$ cat src/rtl/irq_controller.sv
// Prioritising interrupt controller: edge-captures per-source requests and data,
// then delivers the highest-priority enabled request when the core is safe.
module irq_controller #(
  parameter int NUM_SRC = 2,
  parameter int DATA_W  = 32,
  parameter int OVF_W   = 8,
  localparam int ID_W   = (NUM_SRC > 1) ? $clog2(NUM_SRC) : 1
) (
  input  logic                      clk,
  input  logic                      rst,
  input  logic [NUM_SRC-1:0]        src_req,
  input  logic [NUM_SRC*DATA_W-1:0] src_data,
  input  logic [NUM_SRC-1:0]        irq_en,
  input  logic                      core_busy,
  input  logic                      core_flush,
  input  logic                      svc_done,
  output logic                      irq,
  output logic [DATA_W-1:0]         irq_data,
  output logic [ID_W-1:0]           irq_id,
  output logic                      in_service,
  output logic [NUM_SRC-1:0]        pending,
  output logic [OVF_W-1:0]          ovf_count
);

  typedef enum logic [1:0] {IDLE, WAIT_SAFE, DELIVER, IN_SERVICE} state_t;

  state_t              state, state_nx;
  logic [NUM_SRC-1:0]  req_q, rise, eligible, clr, accept, drop;
  logic [DATA_W-1:0]   data_reg [NUM_SRC];
  logic [ID_W-1:0]     winner;
  logic                any_elig, sample;
  logic [OVF_W:0]      ovf_sum;
  logic [OVF_W-1:0]    ovf_nx;

  assign rise     = src_req & ~req_q;
  assign eligible = pending & irq_en;
  assign any_elig = |eligible;
  assign sample   = (state == WAIT_SAFE) && any_elig && !core_busy && !core_flush;
  assign clr      = sample ? (NUM_SRC'(1) << winner) : '0;

  // A rise in the very cycle its pending bit is being consumed is a fresh request.
  assign accept   = rise & (~pending | clr);
  assign drop     = rise & pending & ~clr;

  always_comb begin
    winner = '0;
    for (int i = NUM_SRC - 1; i >= 0; i--) begin
      if (eligible[i]) winner = ID_W'(i);
    end
  end

  always_comb begin
    ovf_sum = {1'b0, ovf_count};
    for (int i = 0; i < NUM_SRC; i++) begin
      ovf_sum = ovf_sum + (OVF_W + 1)'(drop[i]);
    end
    ovf_nx = ovf_sum[OVF_W] ? '1 : ovf_sum[OVF_W-1:0];
  end

  always_comb begin
    state_nx = state;
    case (state)
      IDLE:       if (any_elig) state_nx = WAIT_SAFE;
      WAIT_SAFE: begin
        if (!any_elig)   state_nx = IDLE;
        else if (sample) state_nx = DELIVER;
      end
      DELIVER:    state_nx = IN_SERVICE;
      IN_SERVICE: if (svc_done) state_nx = IDLE;
      default:    state_nx = IDLE;
    endcase
  end

  always_ff @(posedge clk or posedge rst) begin
    if (rst) state <= IDLE;
    else     state <= state_nx;
  end

  assign irq        = (state == DELIVER);
  assign in_service = (state == DELIVER) || (state == IN_SERVICE);

  always_ff @(posedge clk or posedge rst) begin
    if (rst) begin
      req_q     <= '0;
      pending   <= '0;
      ovf_count <= '0;
      irq_data  <= '0;
      irq_id    <= '0;
      for (int i = 0; i < NUM_SRC; i++) data_reg[i] <= '0;
    end else begin
      req_q     <= src_req;
      pending   <= (pending & ~clr) | accept;
      ovf_count <= ovf_nx;
      if (sample) begin
        irq_id   <= winner;
        irq_data <= data_reg[winner];
      end
      for (int i = 0; i < NUM_SRC; i++) begin
        if (accept[i]) data_reg[i] <= src_data[i*DATA_W +: DATA_W];
      end
    end
  end

endmodule

$ cat config.mk
export PLATFORM = sky130hd
export DESIGN_NAME = irq_controller
export DESIGN_NICKNAME = d
export VERILOG_FILES = /design/src/rtl/irq_controller.sv
export SDC_FILE = /design/constraint.sdc
export NUM_CORES = 1
export LEC_CHECK = 0
export ABC_AREA = 1
export CORE_UTILIZATION = 45
export CTS_CLUSTER_SIZE = 20
export DETAILED_ROUTE_END_ITERATION = 16
export PLACE_DENSITY = 0.74
export SLEW_MARGIN = 20
export SYNTH_ARGS = -nofsm -noshare
export SYNTH_HDL_FRONTEND = slang
export SYNTH_SLANG_ARGS = --single-unit
$ cat constraint.sdc
create_clock -name clk -period 6.3 [get_ports clk]
set_input_delay 1.26 -clock clk [delete_from_list [all_inputs] [get_ports clk]]
set_output_delay 1.26 -clock clk [all_outputs]
set_load 0.005 [all_outputs]
==> impl_metrics.json <==
{
  "worstHoldEndpoint": "data_reg[8]",
  "cts_root_buf": "clkbuf_8",
  "io_buffers": 117,
  "initial_utilization_pct": 46.7,
  "min_period_ns": 4.53,
  "die_w_um": 106,
  "diodes": 0,
  "vdd_ir_drop_max_mv": 0.202,
  "hold_violations": 0,
  "synth_top_area_share_pct": 57.4,
  "rr_worst_depth": 14,
  "grt_pass1_wl_um": 20300,
  "dpl.hpwl_um": 8000,
  "coreArea_um2": 10400,
  "leakage_nw": 3.23,
  "setup-tns-final_ns": 0,
  "max_slew.worst_pin.slew_ns": 0.988,
  "pwr-share-comb_pct": 35.6,
  "drtIter0Drc": 284,
  "crit_top_cell": "nand2_1",
  "antenna_found_initial": 0,
  "clock_power_share_pct": 16.4,
  "slowest_stage": "nand2_2",
  "p_int_w": 0.00168,
  "htreeDepth": 3,
  "grt_max_degree": 78,
  "cts.sinks": 111,
  "synth_cells": 600,
  "fmaxAchievable_mhz": 221,
  "worstPathRequired_ns": 6.58,
  "ys_warn_count": 0,
  "worstPathMaxFanout": 35,
  "worstSetupEndpointType": "flop",
  "place_area_um2": 6050,
  "instances_no_fill": 837,
  "clk_pin_slew_ns": 0.11,
  "cts_setup_buffers": 0,
  "synth_nets": 674,
  "drt-pass1-iter-count": 5,
  "p_seq_share_pct": 48.0,
  "cts_tree": "done",
  "cts_hold_buffers": 0,
  "dieArea_um2": 11200,
  "grt_pass1_vias": 4200,
  "cts_resized": 0,
  "switchingPower_w": 0.000946,
  "cp-start-kind": "primary input",
  "largest_register_ffs": 64,
  "globalplace.congestion": 0.797,
  "synth_cell_types": 17,
  "track_usage_pct": 23.0,
  "dp_cells": 821,
  "hold_path_startpoint": "data_reg[8]",
  "cap_violations": 0,
  "setup_viol": 0,
  "die_height_um": 106,
  "avgSynthCellArea_um2": 8.06,
  "crit_chain": "clkdlybuf4s50_1 -> nand2_1 -> inv_2 -> nand2_2 -> nand4_1 -> nand2_2 -> nor2_1 -> fa_1 -> nand2_1 -> inv_1 -> nand3_1 -> nor2_1 -> nand3_1 -> nand2_1 -> nand2_1",
  "drive_above_1_share_pct": 4.56,
  "status": "finished, final reports clean",
  "vias": 4281,
  "period_share_pct": 71.8,
  "viasPerCell": 5.11,
  "ys_ff_latch": 111,
  "routed_wl_um": 12200,
  "detail-route-antenna-nets": 0,
  "final_common_cell": "nand2_1",
  "slowest_delay_ns": 0.56,
  "grt_setup_unrepaired": "false",
  "reg2reg_slack_ns": 2.65,
  "ios": 118,
  "path_class": "in -> reg",
  "seq_area_frac_synth_pct": 57.4,
  "gr-total-overflow": 0,
  "critical_path.reg2reg.startpoint": "pending[1]",
  "worstReg2RegEnd": "ovf_count[6]",
  "clk_path_buf_depth": 2,
  "mostFrequentLayoutCells": "306 x nand2_1, 117 x clkdlybuf4s50_1, 111 x dfrtp_1, 99 x nand3_1, 11 x inv_1",
  "sw_frac_of_total_pct": 36.0,
  "rows": 37,
  "clk_latency_ns": 0.39,
  "wl_per_cell_um": 14.5,
  "yosys.area.top_type": "dfrtp_1",
  "finClkSkew_ns": 0.0177,
  "fin_area_um2": 6250,
  "worstPathArrival_ns": 4.80,
  "remaining_drc_errors": 0,
  "holdPathStages": 2,
  "numCtsBuffers": 9,
  "nNetsFinal": 770,
  "relSlewSlack_pct": 34.1,
  "hold_path_class": "reg -> reg",
  "power_density_nw_per_um2": 420,
  "area_growth_pct": 29.2,
  "slew_violations": 0,
  "synthTopCellsByArea": "dfrtp_1 57%, nand2_1 24%, nand3_1 10%, clkbuf_1 1.4%, buf_2 1.3%",
  "synth_area_um2": 4840
}
[worst max-delay path: cells and delay by family]
family | cells | cell delay (ns)
buffers and inverters | 3 | 1.00
adders and majority gates | 1 | 0.22
and+or+nand+nor | 11 | 2.32
[through the flow]
step / utilization [%] / hold WS [ns] / total power [W] / worst slack [ns]
2_1_floorplan: - / 0.436 / 0.00175 / 2.11
3_3_place_gp: 58.4 / 0.453 / 0.00217 / 1.52
3_5_place_dp: 58.4 / 0.459 / 0.00221 / 1.35
4_1_cts: 60.3 / 0.486 / 0.00264 / 1.78
5_1_grt: 60.3 / 0.510 / 0.00283 / 1.43
6_report: 60.3 / 0.483 / 0.00263 / 1.77
[final cells by class]
class,instances,area [um2]
clock buffer,9,124
clock inverter,7,73.8
fill,926,4120
inverter,15,58.8
multi-input combinational,440,1860
sequential,111,2780
tap,136,170
timing repair buffer,119,1190
[power groups by stage]
stage	Combinational, W	Clock [W]	Sequential [W]
CTS	0.000943	0.000436	0.00126
floorplan	0.000516	0	0.00124
finish	0.000934	0.000431	0.00126
global placement	0.000913	0	0.00125
detailed placement	0.000938	0	0.00127
global route	0.00106	0.000462	0.00130
[synthesized netlist by cell type, drive strengths merged]
master / number
a21boi: 1
buf: 16
clkbuf: 18
dfrtp: 111
fa: 1
inv: 15
nand2: 313
nand3: 99
nand4: 3
nor2: 12
nor3: 4
o21ai: 4
xnor2: 1
xor2: 2
[how the worst max path moves through the flow]
| stage | startpoint | end | slack [ns] | cells past startpoint |
|---|---|---|---|---|
| 3_3_place_gp | irq_en[1] | ovf_count[6] | 1.52 | 15 |
| 5_1_grt | irq_en[1] | ovf_count[6] | 1.43 | 15 |
| 6_report | irq_en[1] | ovf_count[6] | 1.77 | 15 |
| 2_1_floorplan | rst | async pin | 2.11 | 1 |
| 3_5_place_dp | irq_en[1] | ovf_count[6] | 1.35 | 15 |
| 4_1_cts | irq_en[1] | ovf_count[6] | 1.78 | 15 |
[logic make-up (layout without fill, tap and decap cells)]
group	after synthesis	in the layout	synth area share (%)
buffers and inverters	49	150	4.37
XOR/XNOR	3	3	0.543
adder cells (fa/ha/maj)	1	1	0.414
AND/OR/NAND/NOR	431	431	36.6
flip-flops	111	111	57.4
AO/OA/AOI/OAI	5	5	0.646
[routing by layer]
layer  wire length [um]  GRT usage (%)
met2               5490           36.2
met4                137           7.04
met5                  0              0
met3                701           3.40
met1               5830           33.1
No activity file was read; power rests on OpenSTA's default activity.
